[src/rtl/hex_display_bank_pkg.sv]
// Shared constants and types for the registered seven-segment display bank.
// Segment patterns are active-high (bit 0 = segment a); polarity is applied at the flops.
package hex_display_bank_pkg;

  // Index n holds the active-high pattern for hex digit n.
  localparam logic [15:0][6:0] SEG_PATTERN = {
    7'h71, 7'h79, 7'h5E, 7'h39, 7'h7C, 7'h77, 7'h6F, 7'h7F,
    7'h07, 7'h7D, 7'h6D, 7'h66, 7'h4F, 7'h5B, 7'h06, 7'h3F
  };

  localparam logic [6:0] SEG_OFF_HIGH = 7'h00;

  typedef struct packed {
    logic [6:0] seg;
    logic       dot;
  } digit_out_t;

  function automatic logic [6:0] seg_polarity(input logic [6:0] pat, input bit active_low);
    return active_low ? ~pat : pat;
  endfunction

endpackage

[src/rtl/hex_seg_decode.sv]
// Combinational hex nibble to active-high seven-segment pattern.
module hex_seg_decode
  import hex_display_bank_pkg::*;
(
  input  logic [3:0] nibble,
  output logic [6:0] seg
);

  assign seg = SEG_PATTERN[nibble];

endmodule

[src/rtl/hex_display_bank.sv]
// Multi-digit seven-segment driver: load-latched value, leading-zero blanking,
// prescaled blink and fully registered segment/dot outputs.
module hex_display_bank
  import hex_display_bank_pkg::*;
#(
  parameter int NUM_DIGITS = 6,
  parameter int BLINK_DIV  = 25000000,
  parameter bit ACTIVE_LOW = 1'b1
)(
  input  logic                    i_clk,
  input  logic                    i_rst_n,
  input  logic                    i_load,
  input  logic [4*NUM_DIGITS-1:0] i_value,
  input  logic [NUM_DIGITS-1:0]   i_dots,
  input  logic                    i_lz_blank,
  input  logic [NUM_DIGITS-1:0]   i_blink_mask,
  input  logic                    i_enable,
  output logic [7*NUM_DIGITS-1:0] o_seg_data,
  output logic [NUM_DIGITS-1:0]   o_seg_dot,
  output logic                    o_blink_phase
);

  localparam int              CW      = (BLINK_DIV > 2) ? $clog2(BLINK_DIV) : 1;
  localparam logic [CW-1:0]   CNT_MAX = CW'(BLINK_DIV - 1);
  localparam logic [6:0]      SEG_OFF = seg_polarity(SEG_OFF_HIGH, ACTIVE_LOW);

  logic [NUM_DIGITS-1:0][3:0] val_q;
  logic [NUM_DIGITS-1:0]      dot_q;
  logic [NUM_DIGITS-1:0][6:0] pat;
  logic [CW-1:0]              cnt_q;
  logic                       phase_q, phase_d, wrap;
  logic [NUM_DIGITS-1:0]      blank, off;
  logic                       seen;
  digit_out_t [NUM_DIGITS-1:0] nxt, out_q;

  always_ff @(posedge i_clk or negedge i_rst_n) begin
    if (!i_rst_n) begin
      val_q <= '0;
      dot_q <= '0;
    end else if (i_load) begin
      val_q <= i_value;
      dot_q <= i_dots;
    end
  end

  // Free-running prescaler; phase flips on each wrap regardless of the mask.
  assign wrap    = (cnt_q == CNT_MAX);
  assign phase_d = phase_q ^ wrap;

  always_ff @(posedge i_clk or negedge i_rst_n) begin
    if (!i_rst_n) begin
      cnt_q   <= '0;
      phase_q <= 1'b0;
    end else begin
      cnt_q   <= wrap ? '0 : cnt_q + CW'(1);
      phase_q <= phase_d;
    end
  end

  for (genvar g = 0; g < NUM_DIGITS; g++) begin : g_dig
    hex_seg_decode u_dec (
      .nibble (val_q[g]),
      .seg    (pat[g])
    );
    assign o_seg_data[7*g +: 7] = out_q[g].seg;
    assign o_seg_dot[g]         = out_q[g].dot;
  end

  // Blink uses the next phase so masked digits go dark on the same edge
  // that o_blink_phase rises.
  always_comb begin
    seen  = 1'b0;
    blank = '0;
    off   = '0;
    nxt   = '0;
    for (int k = NUM_DIGITS - 1; k >= 0; k--) begin
      if (val_q[k] != 4'h0) seen = 1'b1;
      blank[k]   = i_lz_blank && !seen && (k != 0);
      off[k]     = !i_enable || (phase_d && i_blink_mask[k]);
      nxt[k].seg = seg_polarity((off[k] || blank[k]) ? SEG_OFF_HIGH : pat[k], ACTIVE_LOW);
      nxt[k].dot = !off[k] && dot_q[k];
    end
  end

  // Dots are active-high on every board variant; only segments follow ACTIVE_LOW.
  always_ff @(posedge i_clk or negedge i_rst_n) begin
    if (!i_rst_n) begin
      for (int k = 0; k < NUM_DIGITS; k++) begin
        out_q[k].seg <= SEG_OFF;
        out_q[k].dot <= 1'b0;
      end
    end else begin
      out_q <= nxt;
    end
  end

  assign o_blink_phase = phase_q;

endmodule

[config.mk]
export PLATFORM = sky130hd
export DESIGN_NAME = hex_display_bank
export DESIGN_NICKNAME = d
export VERILOG_FILES = /design/src/rtl/hex_display_bank_pkg.sv /design/src/rtl/hex_seg_decode.sv /design/src/rtl/hex_display_bank.sv
export SDC_FILE = /design/constraint.sdc
export NUM_CORES = 1
export LEC_CHECK = 0
export CORE_MARGIN = 4
export CORE_UTILIZATION = 35
export CTS_CLUSTER_DIAMETER = 60
export DETAILED_ROUTE_END_ITERATION = 8
export PLACE_DENSITY = 0.63
export SYNTH_ARGS = -nofsm -noshare
export SYNTH_HDL_FRONTEND = slang
export SYNTH_SLANG_ARGS = --single-unit
[constraint.sdc]
create_clock -name i_clk -period 3 [get_ports i_clk]
set_input_delay 0.9 -clock i_clk [delete_from_list [all_inputs] [get_ports i_clk]]
set_output_delay 0.9 -clock i_clk [all_outputs]
set_load 0.01 [all_outputs]
[Word level (Yosys, flattened, before mapping)]
Memory sizes are Yosys's and may differ from the RTL's.
Index checks and enable logic that the tools add are counted.
Operators by class
  bitwise gates (word level): 7
  reduce and logical (&&, ||, !) cells: 45
  mux-type cells: 18
  eq/ne operators: 1
  $lt $le $gt $ge: 6
  add/subtract/negate cells: 1
Operators by type and width (count)
  two-way mux 7 bit: 12
  NOT 7 bit: 6
  less-than comparator 4 x 5 -> 1 bit (second input constant): 6
  adder 25 x 1 -> 25 bit (second input constant): 1
  == test 25 bit (second input constant): 1
  two-way mux 25 bit: 1
  nonzero test 4 bit: 5
  logical AND 1 bit: 17
  zero test 1 bit: 12
  logical OR 1 bit: 11
  two-way mux 1 bit: 5
  XOR 1 bit: 1
Word-level totals
  memories: 6
  memory bits (read-only): 672
  bits in registers: 104
  bits of input ports: 41
  output and inout bits: 49
  logic and storage cells: 105
Memories
  (name not given): depth 16, bits a word 7, rd ports 1, clocked after memory_dff 0, wr ports 0, line hex_seg_decode.sv:9  | assign seg = SEG_PATTERN[nibble];
  (name not given): depth 16, bits a word 7, rd ports 1, clocked after memory_dff 0, wr ports 0, line hex_seg_decode.sv:9
  (name not given): depth 16, bits a word 7, rd ports 1, clocked after memory_dff 0, wr ports 0, line hex_seg_decode.sv:9
  (name not given): depth 16, bits a word 7, rd ports 1, clocked after memory_dff 0, wr ports 0, line hex_seg_decode.sv:9
  (name not given): depth 16, bits a word 7, rd ports 1, clocked after memory_dff 0, wr ports 0, line hex_seg_decode.sv:9
  (name not given): depth 16, bits a word 7, rd ports 1, clocked after memory_dff 0, wr ports 0, line hex_seg_decode.sv:9

[Logic depth before layout (Yosys ltp)]
Gate-level depths: netlist of the first run.
  depth in word-level cells: 11
  gate-level depth with buffers: 7
  gate-level depth less buffers: 7

[Cells and area by module]
Synthesis of the first run repeated with hierarchy kept, for this count alone.
Unflattened totals
  cells, all modules: 494
  area total of the unflattened synthesis: 5714.2 um^2
Modules (own cells, without submodules)
  hex_display_bank: times used 1, cells an instance 296, area each 3992.6 um^2
  hex_seg_decode (g_dig[1].u_dec ...): times used 5, cells an instance 33, area each 287.8 um^2
  hex_seg_decode (g_dig[0].u_dec): times used 1, cells an instance 33, area each 282.8 um^2

[Least setup slack after synthesis of the first run]
Ideal clock, no wire load.
  kind: flip-flop to flip-flop
  from: reg cnt_q[6]
  to: reg out_q (netlist bit o_seg_data[5])
  library setup time: 0.086 ns
  stages on the path, launching flop included: 6
  setup slack: 0.647 ns
  buffers on the path: 0
  clock period less this slack: 2.353 ns
  arrival: 2.267 ns
  data required time: 2.914 ns
  path through: dfrtp_1 > or4_1 > or4_4 > nor4_4 > xor2_2 > a2111o_1
RTL lines
  start: declaration: line hex_display_bank.sv:30  | logic [CW-1:0] cnt_q;
  start signal: assignment: line hex_display_bank.sv:55  | cnt_q <= wrap ? '0 : cnt_q + CW'(1);
  end signal: assignment: line hex_display_bank.sv:93  | out_q <= nxt;
  end: declaration: line hex_display_bank.sv:34  | digit_out_t [NUM_DIGITS-1:0] nxt, out_q;

==> metrics.txt, run 1 <==
GPL Wtd Cong=0.8463; IR drop worst, VDD=0.4459 mV; number of global-route vias before repair=4151; post-DP HPWL=9272 microns; GR peak layer=met2; yosys warns=0; Synth Register Bits=104; die area=0.01777 sq mm; total power=3.490 mW; Ant. Diodes=0; nature of the critical path endpoint=register; CP Launch Type=register; Worst slew margin=48.37%; remaining global-route overflow=0; Vias=4190; Core ar.=0.01531 sq mm; crit-path max cell delay=560 ps; fin nets=693; Final Hold Fails=0; CTS clk-pin slew, worst paths=70 ps; Synth Instances=538; met2 GRT Util=24.27%; Synth Cell Area=0.005497 sq mm; total iterations of the first detailed-routing run=4; hold-fix buffers at CTS=0; Worst EP required=3220 ps; clk_lat worst skew=350 ps; pin count of the biggest net entering global routing=58; sequential share of the synthesized area=48.30%; Final Critical Period=2559 ps; Layout Cells excl Fill=837; Pins Over Slew Limit=0; max cap viols=0; Critical Path AT=2780 ps; Post-CTS Repair Setup Buffers=0; dominant synthesized flop cell=dfrtp_1; syn_nets=610; CTS Root Cell=clkbuf_16; placed instance count=821; CP max FO=12; gr usage total=14.58%; grt met3 use=4.985%; Tcrit/Tclk final=85.32%; Synth cell types=53; Setup Skew=8.118 ps; Fmax=0.3907 GHz; Slew @ Worst Pin=774.5 ps; share of layout cells above drive strength 1=15.81%; DRT iter0 DRCs=179; # IOs=90; die height=133.3 microns; setup_tns=0 ps; initial antenna violation count=0; clk sinks=104; CP Class=reg -> reg; CTS tree=built; chip width=133.3 microns; PostCTS Resize Cnt=0; leakage power=2.955 nW; TritonCTS Buffers=9; Filler Cells Inserted=1474; Layout area overhead=25.79%; CP Cell Sequence=or4_1, or4_4, nor4_4, xor2_2, buf_4, a21oi_1; RSZ-0062 raised after global routing=false; Cell Rows=45; # port buffers=89; routed vias/inst=5.006; antenna-violating nets left=0; H-tree depth=3; Synth Area per Inst=10.22 sq um; drt wl/cell=15.01 microns; drt drc=0; grt met1 use=18.55%; initial core utilization=35.89%; worst hold-check path type=reg -> reg; Routed WL=12570 microns; Final Setup Violations=0; critical path's slowest cell=or4_1; Async S/R FF share, synth=100.0%; post-route core utilization=45.15%; Clock Path Buffers=2; outcome=finished, final reports clean; Post-synth EDFFs=0; power per cell area=504.7 mW/mm^2; first-pass GRT wire length=21000 microns
Yosys cell counts (2+ instances only):
library cell	n	area (sq um)
nand3_1	27	135.1
o211ai_1	3	22.52
nand4_1	11	68.82
a221oi_1	3	26.28
a22oi_1	3	22.52
or3_1	2	12.51
and3_1	7	43.79
o32a_1	2	20.02
nand2b_1	10	62.56
dfrtp_1	62	1551
and4_1	4	35.03
a211oi_1	6	45.04
nand2_1	59	221.5
mux4_2	4	90.09
dfstp_2	42	1104
a21o_1	10	75.07
nor2b_1	11	68.82
a32oi_1	3	26.28
mux2i_1	10	100.1
and2_1	2	12.51
nor3_1	11	55.05
xnor2_1	11	96.34
a21oi_1	18	90.09
a211o_1	3	26.28
a31oi_1	3	18.77
o21ai_0	32	160.2
mux2_2	21	236.5
clkbuf_1	18	67.56
nor2_1	41	153.9
nand3b_1	6	45.04
inv_1	26	97.59
ha_1	31	387.9
a311o_1	2	20.02
xor2_1	8	70.07
a311oi_1	3	26.28
buf_1	6	22.52
per-layer routing:
metal	part of all wire, %	up-vias
met3	6.0	12
met2	49	89
met1	44	2033
met4	0.98	0
li1	-	2056
met5	0	-
report_power, final:
group	switching, mW	internal [mW]	leakage [nW]
clock	0.507	0.668	0.145
sequential	0.103	1.56	1.23
combinational	0.302	0.352	1.58
total	0.912	2.58	2.96
final cells by class:
cell class                      instances  area (sq um)  area share, %
Clock inverter                          5         56.30         0.8143
Timing Repair Buffer                   97         955.9          13.83
Inverter                               26         97.59          1.412
Multi-Input combinational cell        383          2643          38.22
Tap cell                              211         264.0          3.818
Sequential cell                       104          2655          38.40
Clock buffer                           11         242.7          3.511
stage by stage:
step / setup WS (ps) / hold WS [ps] / area, sq um
floorplan: 647.1 / 450.2 / 5497
finish: 440.6 / 484.8 / 6914
detailed placement: 237.4 / 477.1 / 6615
global route: 296.3 / 512.2 / 6914
global placement: 311.9 / 470.0 / 6615
CTS: 431.9 / 486.0 / 6914
sequential cells by signal, indices dropped and copies added, names as in the netlist:
signal / flops
o_blink_phase: 1
dot_q: 6
val_q: 24
o_seg_data: 42
o_seg_dot: 6
cnt_q: 25
cells by family (layout without fill, tap and decap cells):
kind of cell               Yosys count  in the layout  synth area share, %
AOI/OAI and AO/OA                   95             95                11.25
xor gates and xnor gates            20             20                3.324
adders and majority gates           31             31                7.057
buffers and inverters               51            139                3.619
DFF                                104            104                48.30
muxes                               35             35                7.763
and+or+nand+nor                    202            202                18.69
worst max-delay path: cells and delay by family (launching register included):
family          cells  cell delay (ps)
flops               1              450
simple gates        3             1350
buf+inv             1              250
compound gates      1               90
xor+xnor            1              290
path summary, 6_finish.rpt:
check / startpoint / to / slack, ps / cells after the start
max reg2reg: cnt_q[6] / o_seg_dot[1] / 440 / 6
min in group asynchronous: i_rst_n / cnt_q[3] / 620 / 1
min: cnt_q[0] / cnt_q[0] / 480 / 1
max: cnt_q[6] / o_seg_dot[1] / 440 / 6
min reg2reg: cnt_q[0] / cnt_q[0] / 480 / 1
max in group asynchronous: i_rst_n / o_seg_data[26] / 1640 / 2
cell usage in the layout (no fill, tap or decap), types with 18 or more instances in the layout:
cell type | synthesis | routed
clkdlybuf4s50_1 | 0 | 87
nand3_1 | 27 | 27
dfstp_2 | 42 | 42
nand2_1 | 59 | 59
dfrtp_1 | 62 | 62
o21ai_0 | 32 | 32
nor2_1 | 41 | 41
mux2_2 | 21 | 21
ha_1 | 31 | 31
a21oi_1 | 18 | 18
inv_1 | 26 | 26
Note: power is estimated with default switching activity, not from simulation.
==> run 2, diff against run 1 <==
--- a/config.mk
+++ b/config.mk
@@ -7,8 +7,9 @@
 export LEC_CHECK = 0
 export CORE_MARGIN = 4
 export CORE_UTILIZATION = 35
-export CTS_CLUSTER_DIAMETER = 60
+export CTS_CLUSTER_DIAMETER = 150
 export DETAILED_ROUTE_END_ITERATION = 8
+export GPL_TIMING_DRIVEN = 0
 export PLACE_DENSITY = 0.63
 export SYNTH_ARGS = -nofsm -noshare
 export SYNTH_HDL_FRONTEND = slang
==> run 2 against run 1 <==
Effect of this change:
- combinational power grew 8.7%
- highest routed layer unchanged
- utilization grew 0.32 points
- via count grew 3.2%
- clock skew grew 3.5 ps
- power grew 3.6%
- clock power grew 9%
- maximum frequency shrank 4.7%
- wire length grew 6.0%
- critical path type unchanged
- cell area grew 0.71%
- sequential power shrank 2%
- global-route usage grew 0.54 points
- register-to-register slack lost 130 ps
- critical endpoint is now o_seg_dot[0]
==> metrics.txt, run 2 (synthesis gave the netlist of run 1 again) <==
critical path's slowest cell=or4_1 (unchanged); Worst EP required=3210 ps (was 3220 ps); pin count of the biggest net entering global routing=56 (was 58); TritonCTS Buffers=9 (unchanged); number of cells on the critical path=6 (unchanged); total iterations of the first detailed-routing run=5 (was 4); crit path buf inv count=1 (unchanged); drt drc=0 (unchanged); R2R Path Start=cnt_q[6] (unchanged); CP Class=reg -> reg (unchanged); gr usage total=15.12% (was 14.58%); CTS Root Cell=clkbuf_16 (unchanged); FF-to-FF path depth=6 (unchanged); drt wl/cell=15.65 microns (was 15.01 microns); antenna-violating nets left=0 (unchanged); CTS tree=built (unchanged); fin nets=707 (was 693); Routed WL=13320 microns (was 12570 microns); grt met3 use=3.474% (was 4.985%); Place WS=200.9 ps (was 237.4 ps); clk_lat worst skew=350 ps (about the same); R2R setup slack=310 ps (was 440 ps); remaining global-route overflow=0 (unchanged); PostCTS Resize Cnt=0 (unchanged); clk sinks=104 (unchanged); RSZ-0062 raised after global routing=false (unchanged); CP max FO=10 (was 12); outcome=finished, final reports clean (unchanged); CP Launch Type=register (unchanged); number of flip-flops in the largest register=42 (unchanged); Clock Path Buffers=2 (unchanged); post-DP HPWL=9754 microns (was 9272 microns); met2 GRT Util=25.25% (was 24.27%); # port buffers=85 (was 89); initial antenna violation count=0 (unchanged); Vias=4324 (was 4190); Final Critical Period=2686 ps (was 2559 ps); Post-CTS Repair Setup Buffers=0 (unchanged); Setup Skew=11.60 ps (was 8.118 ps); Worst slew margin=44.27% (was 48.37%); die area=0.01777 sq mm (unchanged); initial core utilization=35.89% (unchanged); Cell Rows=45 (unchanged); total power=3.616 mW (was 3.490 mW); Core ar.=0.01531 sq mm (unchanged); Slew @ Worst Pin=829.0 ps (was 774.5 ps); WHS Path Cells=1 (unchanged); hold-fix buffers at CTS=0 (unchanged); crit-path max cell delay=560 ps (about the same); Ant. Diodes=0 (unchanged); Final Setup Violations=0 (unchanged); Filler Cells Inserted=1468 (was 1474); most frequent cells in the layout=clkdlybuf4s50_1 (84), dfrtp_1 (62), nand2_1 (59) (was clkdlybuf4s50_1 (87), dfrtp_1 (62), nand2_1 (59)); CP Cell Sequence=or4_1, or4_4, nor4_4, xor2_2, buf_6, a21oi_1 (was or4_1, or4_4, nor4_4, xor2_2, buf_4, a21oi_1); nature of the critical path endpoint=register (unchanged); H-tree depth=3 (unchanged); IR drop worst, VDD=0.2893 mV (was 0.4459 mV); GPL Wtd Cong=0.8877 (was 0.8463); leakage power=2.955 nW (about the same); setup slack after layout=314.0 ps (was 440.6 ps); Tcrit/Tclk final=89.53% (was 85.32%); Multi-input gate area=0.002643 sq mm (unchanged); delay-heaviest family, CP=simple AND/OR/NAND/NOR gates (unchanged); DRT iter0 DRCs=235 (was 179); Layout area overhead=26.68% (was 25.79%); worst hold-check path type=reg -> reg (unchanged); first-pass GRT wire length=21720 microns (was 21000 microns); max cap viols=0 (unchanged); chip width=133.3 microns (unchanged); register area=0.002655 sq mm (unchanged); Pins Over Slew Limit=0 (unchanged); grt met1 use=19.90% (was 18.55%); number of global-route vias before repair=4273 (was 4151); setup_tns=0 ps (unchanged); Final Hold Fails=0 (unchanged); reg2reg end=o_seg_dot[0] (was o_seg_dot[1]); routed vias/inst=5.081 (was 5.006); Fmax=0.3723 GHz (was 0.3907 GHz); CTS clk-pin slew, worst paths=70 ps (about the same); post-route core utilization=45.47% (was 45.15%); crit path to=o_seg_dot[0] (was o_seg_dot[1]); CP startpoint=cnt_q[6] (unchanged); Critical Path AT=2900 ps (was 2780 ps); leading cell type in the layout, fill and taps excluded=clkdlybuf4s50_1 (unchanged); power per cell area=519.3 mW/mm^2 (was 504.7 mW/mm^2); GR peak layer=met2 (unchanged); # IOs=90 (unchanged); die height=133.3 microns (unchanged); share of layout cells above drive strength 1=14.06% (was 15.81%)
[run 2: area by class of cell]
cell class	count	area share, %
buffer	25	1.456
sequential	104	38.13
tap	211	3.792
inverter	26	1.402
timing repair buffer	86	12.58
clock buffer	13	3.756
clock inverter	3	0.9344
multi-input combinational	383	37.95
[run 2: worst reg2reg max path, cell delays in order, from the launching register on]
cell	delay (ps)
dfrtp_1	450
or4_1	560
or4_4	440
nor4_4	390
xor2_2	410
buf_6	210
a21oi_1	80
[run 2: worst min-delay path by stage]
stage | startpoint | endpoint | slack (ps)
after floorplan | cnt_q[24] | cnt_q[24] | 450
after global placement | cnt_q[0] | cnt_q[0] | 470
after detailed placement | cnt_q[0] | cnt_q[0] | 480
after CTS | cnt_q[0] | cnt_q[0] | 490
after global routing | cnt_q[24] | cnt_q[24] | 500
final | cnt_q[0] | cnt_q[0] | 490
[run 2: per-stage QoR]
| stage | hold slack, ps | std cells | cell area (sq um) |
|---|---|---|---|
| global route | 498.3 | 851 | 6963 |
| floorplan | 450.2 | 538 | 5497 |
| CTS | 490.3 | 851 | 6963 |
| finish | 487.9 | 851 | 6963 |
| detailed placement | 480.6 | 835 | 6636 |
| global placement | 470.0 | 834 | 6611 |
[run 2: where the power goes]
group	internal, mW	switching [mW]
sequential	1.56	0.0616
clock	0.782	0.503
combinational	0.356	0.355
[run 2: layer usage]
layer	wire length (microns)	part of all wire [%]
met5	0	0
met4	157	1.2
met3	655	4.9
met2	6458	48
met1	6047	45
